===== config.mk =====
export PLATFORM = sky130hd
export DESIGN_NAME = irq_ctrl_rv32
export DESIGN_NICKNAME = d
export VERILOG_FILES = /design/src/rtl/irq_ctrl_rv32_pkg.sv /design/src/rtl/irq_ctrl_rv32_sync.sv /design/src/rtl/irq_ctrl_rv32.sv
export SDC_FILE = /design/constraint.sdc
export NUM_CORES = 1
export LEC_CHECK = 0
export CORE_ASPECT_RATIO = 0.7
export CORE_MARGIN = 1.5
export CORE_UTILIZATION = 34
export CTS_BUF_LIST = sky130_fd_sc_hd__clkbuf_8
export CTS_CLUSTER_DIAMETER = 80
export DETAILED_ROUTE_END_ITERATION = 6
export GPL_ROUTABILITY_DRIVEN = 1
export HOLD_SLACK_MARGIN = 0.1
export PLACE_DENSITY = 0.93
export SYNTH_ARGS = -nofsm -noshare
export SYNTH_HDL_FRONTEND = slang
export SYNTH_HIERARCHICAL = 1
export SYNTH_SLANG_ARGS = --single-unit

===== constraint.sdc =====
create_clock -name clk_in -period 2.2 [get_ports clk_in]
set_input_delay 0.44 -clock clk_in [delete_from_list [all_inputs] [get_ports clk_in]]
set_output_delay 0.44 -clock clk_in [all_outputs]
set_load 0.05 [all_outputs]

===== src/rtl/irq_ctrl_rv32_pkg.sv =====
// Shared CSR addresses, op encodings, cause codes and CSR helper functions
// for the machine-mode interrupt controller.
package irq_pkg;

    localparam logic [11:0] CSR_MIE = 12'h304;
    localparam logic [11:0] CSR_MIP = 12'h344;

    typedef enum logic [1:0] {
        CSR_OP_NONE = 2'b00,
        CSR_OP_WR   = 2'b01,
        CSR_OP_SET  = 2'b10,
        CSR_OP_CLR  = 2'b11
    } csr_op_e;

    localparam logic [4:0] CAUSE_MSI        = 5'd3;
    localparam logic [4:0] CAUSE_MTI        = 5'd7;
    localparam logic [4:0] CAUSE_MEI        = 5'd11;
    localparam logic [4:0] CAUSE_LOCAL_BASE = 5'd16;

    function automatic logic [31:0] mie_mask(input int unsigned num_local);
        logic [31:0] m;
        m = 32'h0000_0888;
        for (int i = 0; i < 16; i++)
            if (i < int'(num_local)) m[16+i] = 1'b1;
        return m;
    endfunction

    function automatic logic [31:0] csr_apply(input logic [1:0]  op,
                                              input logic [31:0] old,
                                              input logic [31:0] wdata);
        logic [31:0] r;
        case (op)
            CSR_OP_WR:  r = wdata;
            CSR_OP_SET: r = old | wdata;
            CSR_OP_CLR: r = old & ~wdata;
            default:    r = old;
        endcase
        return r;
    endfunction

endpackage


===== src/rtl/irq_ctrl_rv32_sync.sv =====
// Multi-flop synchroniser for asynchronous interrupt lines; also exposes the
// stage feeding the output so callers can detect edges without extra latency.
module irq_sync #(
    parameter int unsigned WIDTH  = 1,
    parameter int unsigned STAGES = 2
) (
    input  logic             clk_i,
    input  logic             rst_ni,
    input  logic [WIDTH-1:0] d_i,
    output logic [WIDTH-1:0] q_o,
    output logic [WIDTH-1:0] pre_o
);

    logic [STAGES-1:0][WIDTH-1:0] chain_q;

    always_ff @(posedge clk_i or negedge rst_ni) begin
        if (!rst_ni) chain_q <= '0;
        else         chain_q <= {chain_q[STAGES-2:0], d_i};
    end

    assign q_o   = chain_q[STAGES-1];
    assign pre_o = chain_q[STAGES-2];

endmodule


===== src/rtl/irq_ctrl_rv32.sv =====
// Machine-mode interrupt controller: mie/mip CSRs, line synchronisation,
// edge latching of local sources and a registered prioritised request.
module irq_ctrl_rv32
    import irq_pkg::*;
#(
    parameter int unsigned          NUM_LOCAL   = 4,
    parameter logic [NUM_LOCAL-1:0] LOCAL_EDGE  = '0,
    parameter int unsigned          SYNC_STAGES = 2
) (
    input  logic                 clk_in,
    input  logic                 rst_in,
    input  logic [11:0]          csr_addr_in,
    input  logic                 csr_wr_en_in,
    input  logic [1:0]           csr_op_in,
    input  logic [31:0]          csr_wdata_in,
    output logic [31:0]          csr_rdata_out,
    input  logic                 mstatus_mie_in,
    input  logic                 sw_irq_in,
    input  logic                 timer_irq_in,
    input  logic                 ext_irq_in,
    input  logic [NUM_LOCAL-1:0] local_irq_in,
    input  logic                 irq_ack_in,
    output logic [31:0]          mie_reg_out,
    output logic [31:0]          mip_reg_out,
    output logic                 irq_req_out,
    output logic [4:0]           irq_cause_out
);

    localparam int unsigned NL       = 3 + NUM_LOCAL;
    localparam logic [31:0] MIE_MASK = mie_mask(NUM_LOCAL);

    logic [NL-1:0]        raw_lines, line_s, line_pre;
    logic [NUM_LOCAL-1:0] pend_q, pend_d, rise, clr;
    logic [31:0]          mie_q, mie_d, mip, elig;
    logic                 req_q, req_d;
    logic [4:0]           cause_q, cause_d;
    logic                 mie_hit, mip_clr_hit;
    logic                 unused_pre;

    assign raw_lines = {local_irq_in, ext_irq_in, timer_irq_in, sw_irq_in};

    irq_sync #(.WIDTH(NL), .STAGES(SYNC_STAGES)) u_sync (
        .clk_i  (clk_in),
        .rst_ni (rst_in),
        .d_i    (raw_lines),
        .q_o    (line_s),
        .pre_o  (line_pre)
    );

    assign unused_pre = ^line_pre[2:0];

    // Highest local index wins, then MEI, MSI, MTI.
    function automatic logic [4:0] prio_cause(input logic [31:0] e);
        logic [4:0] c;
        c = '0;
        if (e[CAUSE_MTI]) c = CAUSE_MTI;
        if (e[CAUSE_MSI]) c = CAUSE_MSI;
        if (e[CAUSE_MEI]) c = CAUSE_MEI;
        for (int i = 0; i < int'(NUM_LOCAL); i++)
            if (e[16+i]) c = CAUSE_LOCAL_BASE + 5'(i);
        return c;
    endfunction

    always_comb begin
        mip                = '0;
        mip[CAUSE_MSI]     = line_s[0];
        mip[CAUSE_MTI]     = line_s[1];
        mip[CAUSE_MEI]     = line_s[2];
        for (int i = 0; i < int'(NUM_LOCAL); i++)
            mip[16+i] = LOCAL_EDGE[i] ? pend_q[i] : line_s[3+i];
    end

    assign mie_hit     = csr_wr_en_in && (csr_addr_in == CSR_MIE);
    assign mip_clr_hit = csr_wr_en_in && (csr_addr_in == CSR_MIP) &&
                         (csr_op_in == CSR_OP_WR || csr_op_in == CSR_OP_CLR);

    always_comb begin
        mie_d = mie_q;
        if (mie_hit) mie_d = csr_apply(csr_op_in, mie_q, csr_wdata_in) & MIE_MASK;
    end

    // Rise is seen one stage early so the pending bit lands with the level mirror.
    always_comb begin
        rise = line_pre[NL-1:3] & ~line_s[NL-1:3];
        for (int i = 0; i < int'(NUM_LOCAL); i++)
            clr[i] = (mip_clr_hit &&
                      ((csr_op_in == CSR_OP_WR)  ? !csr_wdata_in[16+i] : csr_wdata_in[16+i])) ||
                     (irq_ack_in && (cause_q == CAUSE_LOCAL_BASE + 5'(i)));
        pend_d = ((pend_q & ~clr) | rise) & LOCAL_EDGE;
    end

    always_comb begin
        elig    = mstatus_mie_in ? (mip & mie_q) : '0;
        req_d   = !irq_ack_in && (elig != '0);
        cause_d = (elig != '0) ? prio_cause(elig) : cause_q;
    end

    always_ff @(posedge clk_in or negedge rst_in) begin
        if (!rst_in) begin
            mie_q   <= '0;
            pend_q  <= '0;
            req_q   <= 1'b0;
            cause_q <= '0;
        end else begin
            mie_q   <= mie_d;
            pend_q  <= pend_d;
            req_q   <= req_d;
            cause_q <= cause_d;
        end
    end

    always_comb begin
        csr_rdata_out = '0;
        if (csr_addr_in == CSR_MIE)      csr_rdata_out = mie_q;
        else if (csr_addr_in == CSR_MIP) csr_rdata_out = mip;
    end

    assign mie_reg_out   = mie_q;
    assign mip_reg_out   = mip;
    assign irq_req_out   = req_q;
    assign irq_cause_out = cause_q;

endmodule


==> results of run 1 <==
-- cells by family (layout without fill, tap and decap cells) --
family / after synthesis / count (layout) / synth area share
AO/OA/AOI/OAI: 36 / 36 / 0.1578
XOR/XNOR: 1 / 1 / 0.004976
buffers and inverters: 95 / 87 / 0.3639
flip-flops: 27 / 27 / 0.3838
multiplexers: 1 / 1 / 0.006396
other: 1 / 75 / 0.002130
AND/OR/NAND/NOR: 25 / 25 / 0.08102
-- state kept, by name, indices dropped and copies added (netlist names) --
signal         cells
irq_cause_out      5
irq_req_out        1
u_sync/pre_o       7
u_sync/q_o         7
mie_reg_out        7
-- final timing paths --
check / startpoint / to
worst min register to register: u_sync/pre_o[2] / u_sync/q_o[2]
min in group asynchronous: rst_in / u_sync/pre_o[3]
max in group asynchronous: rst_in / irq_cause_out[4]
worst max-delay path: csr_addr_in[2] / csr_rdata_out[11]
worst max register to register: mie_reg_out[3] / irq_cause_out[3]
worst min-delay path: u_sync/pre_o[2] / u_sync/q_o[2]
-- layout make-up --
class	instances	area (µm²)
Clock buffer	3	41.29
Fill cell	445	2504
Inverter	15	56.30
Clock inverter	1	8.758
Timing Repair Buffer	68	715.7
Multi-Input combinational cell	138	799.5
Tap cell	69	86.33
Sequential cell	27	675.6
-- layout by cell type (no fill, tap or decap), drive strengths merged, types with 2 or more instances in the layout --
cell / Yosys / final
a21oi: 5 / 5
a221oi: 5 / 5
a22o: 8 / 8
a22oi: 2 / 2
a31oi: 2 / 2
buf: 77 / 16
clkbuf: 3 / 6
clkdlybuf4s15: 0 / 4
clkdlybuf4s50: 0 / 41
conb: 1 / 75
dfrtp: 27 / 27
dlygate4sd2: 0 / 4
inv: 15 / 16
nand2: 7 / 7
nand3: 2 / 2
nor2: 4 / 4
nor3: 3 / 3
nor4: 5 / 5
o31ai: 5 / 5
-- timing repair --
item                                    in CTS  in global routing
hold endpoints to repair                     0                  0
setup buffers                                1                  0
pin swaps                                    8                  7
gates cloned                                 0                  0
gates resized for setup                     26                  9
endpoints found under the setup margin       7                  5
-- synth_stat cells (all sizes together) (2+ instances only) --
cell and n:
buf 77, dfrtp 27, inv 15, a22o 8, nand2 7, a21oi 5, a221oi 5, nor4 5
o31ai 5, nor2 4, clkbuf 3, nor3 3, a22oi 2, a31oi 2, nand3 2
-- metal layers --
metal  up-vias  wire length, µm  GRT usage
li1        622                -          -
met1       657             1536     0.1698
met2        72             2284     0.2765
met3         4              219    0.03539
met4         0               31    0.01731
met5         -                0          0
-- power groups by stage --
stage / sequential (mW) / combinational (mW) / clock, mW
after floorplan: 0.604 / 0.411 / 0
after global placement: 0.543 / 0.481 / 0
after detailed placement: 0.545 / 0.486 / 0
after CTS: 0.536 / 0.484 / 0.290
after global routing: 0.540 / 0.509 / 0.314
final: 0.536 / 0.488 / 0.284
-- stage by stage --
step / hold slack, ns / setup slack (ns) / instances
2_1_floorplan: 0.1444 / 0.1039 / 260
3_3_place_gp: 0.3317 / -0.1688 / 316
3_5_place_dp: 0.3347 / -0.3065 / 316
4_1_cts: 0.3568 / 0.0001834 / 321
5_1_grt: 0.3607 / 0.006939 / 321
6_report: 0.3559 / 0.06738 / 321
==> impl_metrics.yaml, run 1 <==
run_status:
  status: "complete, no violations"
timing:
  hold_violations: 0
  finalCritPeriodShare: 0.9694
  rsz0062_at_grt: "false"
  slew_headroom: 0.5191
  worst_pin_slew_ns: 0.7213
  finClkSkew_ns: 0.002106
  maxSlewViolCount: 0
  setup_tns_ns: 0
  min_period_ns: 2.133
  setup_viol: 0
  fmax_ghz: 0.4689
clocking:
  cts.path.max_buffers: 2
  clock-sinks: 27
  h-tree-depth: 1
  cts.clk_slew.worst_paths_ns: 0.09
  clock_latency_ns: 0.27
  numCtsBuffers: 3
  cts_tree: "done"
  cts.hold.buffers_added: 0
  cts-root-buf: "clkbuf_8"
yosys:
  synth_ff_type: "dfrtp_1"
  synth-seq-cells: 27
  syn_area_mm2: 0.001760
  yosysTopAreaCell: "dfrtp_1"
  synth_top_area_share: 0.3838
  syn_inst: 186
  yosysWarnings: 6
  synth.distinct_cells: 33
  ys_async_sr_fraction: 1.000
  synth_edf_count: 0
  synth-seq-area-share: 0.3838
  synth.avg_cell_area_um2: 9.465
  yosys-top-cells-area: "dfrtp_1, buf_4, a22o_1"
setup_path:
  cp_top_family: "simple AND/OR/NAND/NOR gates"
  cp_max_fo: 7
  required_ns: 1.76
  cp.buffers_inverters: 3
  critPathCaptureType: "output pin"
  cp-start-kind: "input port"
  crit_chain: "clkdlybuf4s15_1 > nor4b_4 > nand3_4 > nor2_4 > buf_6 > a22o_1 > buf_12"
  cpPeakStageDelay_ns: 0.28
  reg2reg_slack_ns: 0.52
  cp.arrival_ns: 1.69
  r2r_cells: 4
  cp.depth: 7
  path_class: "input port to output pin"
  slowest_stage: "nor4b_4"
detailed_routing:
  post_drt_wl_per_cell_um: 12.68
  via_per_inst: 4.221
  routed_wl_mm: 4.071
  drt-initial-drc-count: 54
  drc_errors: 0
  dr.pass1.iters: 4
  via_count: 1355
  ant_nets: 0
floorplan:
  initial_core_util: 0.3602
  coreArea_mm2: 0.004887
  io_pins: 160
  dieArea_mm2: 0.005626
  die_w_um: 89.01
  die-height_um: 63.21
  num_rows: 21
pwr:
  p_comb_frac: 0.373
  switching_share: 0.4336
  clkPwrFrac: 0.217
  pwr-share-seq: 0.410
  power.leakage_nw: 1.114
  p_int_mw: 0.7413
  ir_worst_vdd_v: 0.0005918
  power_mw: 1.309
  switchingPower_mw: 0.5674
  power-per-cell-area_mw_per_mm2: 549.1
placed_design:
  io_buffers: 59
  routabilityCongestion: 0.7991
  dpl-instance-area_mm2: 0.002261
  dp_hpwl_mm: 3.148
global_route:
  grt_pass1_wl_mm: 6.451
  grt.overflow.total: 0
  gr-usage-all-layers: 0.1463
  grt_max_degree: 28
  grt_pass1_vias: 1298
  antenna_found_initial: 0
finish:
  drive_gt1_frac: 0.1349
  area_growth_pct: 35.39
  stdcell_area_mm2: 0.002384
  utilization: 0.4877
  num_antenna_cells: 0
  nets: 311
min_path:
  hp-class: "flip-flop to flip-flop"
  holdPathStages: 0
run:
  cap_viol_max_count: 0
Note: power is estimated with default switching activity, not from simulation.
==> run 2: changes to the inputs <==
- CTS_BUF_LIST: sky130_fd_sc_hd__clkbuf_8 -> sky130_fd_sc_hd__clkbuf_2 sky130_fd_sc_hd__clkbuf_4 sky130_fd_sc_hd__clkbuf_8
- SLEW_MARGIN: unset -> 20
==> results of run 2 <==
Same layout as run 1: the final DEF is identical, and so are final timing and power.
==> run 3: changes to the inputs <==
- CORE_MARGIN: 1.5 -> unset
- clock period: 2.2 -> 2.61 ns (I/O delays scaled with it)
==> run 3 against run 2 <==
  * Largest cell class unchanged
  * Count of clock-buffer cells in the layout unchanged
  * First-iteration DRC count fell by 22%
  * Sequential power down 16%
  * Die area fell by 2.7%
  * Global-route usage down 0.55 points
  * Core utilization decreased by 0.38 points
  * Power down 16%
  * Hold slack worse by 0.0018 ns
  * Non-clock buffer count down 1
==> impl_metrics.yaml, run 3 (synthesized netlist as in run 1, its figures left out) <==
setup_path:
  required_ns: 2.09
  reg2reg_to: "irq_cause_out[3]"
  cp.arrival_ns: 1.97
  cp_max_fo: 7
  critPathCaptureType: "output pin"
  cp_top_family: "buffers and inverters"
  reg2reg_slack_ns: 1.03
  cp-start-kind: "input port"
  path_class: "input port to output pin"
  r2r_cells: 4
  slowest_stage: "clkdlybuf4s50_1"
  rr_startpoint: "mie_reg_out[3]"
  cp.buffers_inverters: 3
  cpPeakStageDelay_ns: 0.47
  crit_chain: "clkdlybuf4s50_1 > nor4b_4 > nand3_2 > nor2_2 > buf_6 > a22o_1 > buf_12"
finish:
  area_growth_pct: 34.33
  nets: 310
  layout_common_cells: "conb_1, clkdlybuf4s50_1, dfrtp_1"
  num_antenna_cells: 0
  utilization: 0.4839
  drive_gt1_frac: 0.1116
  mostFrequentLayoutCell: "conb_1"
  stdcell_area_mm2: 0.002365
detailed_routing:
  ant_nets: 0
  post_drt_wl_per_cell_um: 12.06
  routed_wl_mm: 3.860
  via_per_inst: 4.191
  via_count: 1341
  drt-initial-drc-count: 42
  dr.pass1.iters: 4
  drc_errors: 0
global_route:
  grt_pass1_vias: 1140
  grt.busiest_layer: "met2"
  grt.overflow.total: 0
  gr-usage-all-layers: 0.1408
  antenna_found_initial: 0
  grt_pass1_wl_mm: 5.920
  grt_util_met2: 0.2422
  met3_usage: 0.02394
  grt_util_met1: 0.1719
  grt_max_degree: 28
timing:
  setup_tns_ns: 0
  hold_violations: 0
  maxSlewViolCount: 0
  slew_headroom: 0.5692
  setup_viol: 0
  hold-worst-slack_ns: 0.3541
  rsz0062_at_grt: "false"
  fmax_ghz: 0.4009
  finalCritPeriodShare: 0.9557
  finClkSkew_ns: 0.004332
  min_period_ns: 2.494
  worst_pin_slew_ns: 0.6462
placed_design:
  dp_hpwl_mm: 3.024
  routabilityCongestion: 0.8077
  io_buffers: 59
  dpl-instance-area_mm2: 0.002253
floorplan:
  die_w_um: 88.01
  num_rows: 21
  initial_core_util: 0.3602
  die-height_um: 62.21
  coreArea_mm2: 0.004887
  io_pins: 160
  dieArea_mm2: 0.005474
clocking:
  cts.path.max_buffers: 2
  cts_tree: "done"
  clock-sinks: 27
  h-tree-depth: 1
  cts.hold.buffers_added: 0
  cts-root-buf: "clkbuf_8"
  clock_latency_ns: 0.27
  cts.clk_slew.worst_paths_ns: 0.09
  numCtsBuffers: 3
pwr:
  power.leakage_nw: 1.113
  power-per-cell-area_mw_per_mm2: 464.7
  ir_worst_vdd_v: 0.0002592
min_path:
  hp-class: "flip-flop to flip-flop"
  min_from: "u_sync/pre_o[1]"
  holdPathStages: 0
  min_to: "u_sync/q_o[1]"
run:
  cap_viol_max_count: 0
run_status:
  status: "complete, no violations"
[run 3: cell types whose count changed in the layout (fill, tap and decap cells not counted), moves of 2 or more]
| cell | before | now |
|---|---|---|
| nor2_4 | 2 | 0 |
| clkbuf_2 | 3 | 0 |
| clkdlybuf4s15_1 | 4 | 0 |
| clkdlybuf4s50_1 | 41 | 49 |
| dlymetal6s2s_1 | 0 | 3 |
| dlygate4sd2_1 | 4 | 0 |
| nor2_2 | 0 | 2 |
[run 3: repair_timing]
item                                    in CTS  in global routing
resized for setup                            0                 11
setup buffers                                0                  1
endpoints found under the setup margin       0                  7
[run 3: worst max path at each step]
| stage | startpoint | end | slack [ns] | cells after the start |
|---|---|---|---|---|
| 3_3_place_gp | csr_addr_in[5] | csr_rdata_out[17] | 0.06 | 7 |
| 4_1_cts | csr_addr_in[5] | csr_rdata_out[16] | 0.04 | 7 |
| 6_report | csr_addr_in[2] | csr_rdata_out[18] | 0.12 | 7 |
| 5_1_grt | csr_addr_in[0] | csr_rdata_out[7] | 0.03 | 7 |
| 3_5_place_dp | csr_addr_in[5] | csr_rdata_out[16] | 0.05 | 7 |
| 2_1_floorplan | csr_addr_in[5] | csr_rdata_out[11] | 0.35 | 4 |
[run 3: layer usage]
| metal | share of wire | up-vias |
|---|---|---|
| li1 | - | 621 |
| met1 | 0.39 | 642 |
| met2 | 0.54 | 69 |
| met3 | 0.044 | 9 |
| met4 | 0.023 | 0 |
| met5 | 0 | - |
[run 3: cell type report]
| class | count | area [µm²] |
|---|---|---|
| clock buffer | 3 | 41.29 |
| clock inverter | 1 | 7.507 |
| fill | 444 | 2522 |
| inverter | 15 | 56.30 |
| multi-input combinational | 138 | 762.0 |
| sequential | 27 | 675.6 |
| tap | 69 | 86.33 |
| timing repair buffer | 67 | 735.7 |
[run 3: per-stage QoR]
step | setup slack, ns | power [mW] | instances
floorplan | 0.3499 | 0.8554 | 260
global placement | 0.06030 | 0.8615 | 315
detailed placement | 0.05266 | 0.8662 | 315
CTS | 0.03773 | 1.103 | 319
global route | 0.02801 | 1.146 | 320
finish | 0.1156 | 1.099 | 320
[run 3: where the power goes]
group	internal [mW]	total [mW]	leakage (nW)	switching, mW
Clock	0.108	0.238	0.0217	0.130
Combinational	0.0790	0.410	0.757	0.331
Sequential	0.438	0.451	0.334	0.0130
Total	0.625	1.10	1.11	0.474
[run 3: worst register-to-register path, delay by kind of cell, from the launching register on]
| family | cells | cell delay (ns) |
|---|---|---|
| DFF | 1 | 0.46 |
| AOI/OAI and AO/OA | 2 | 0.70 |
| and+or+nand+nor | 2 | 0.35 |
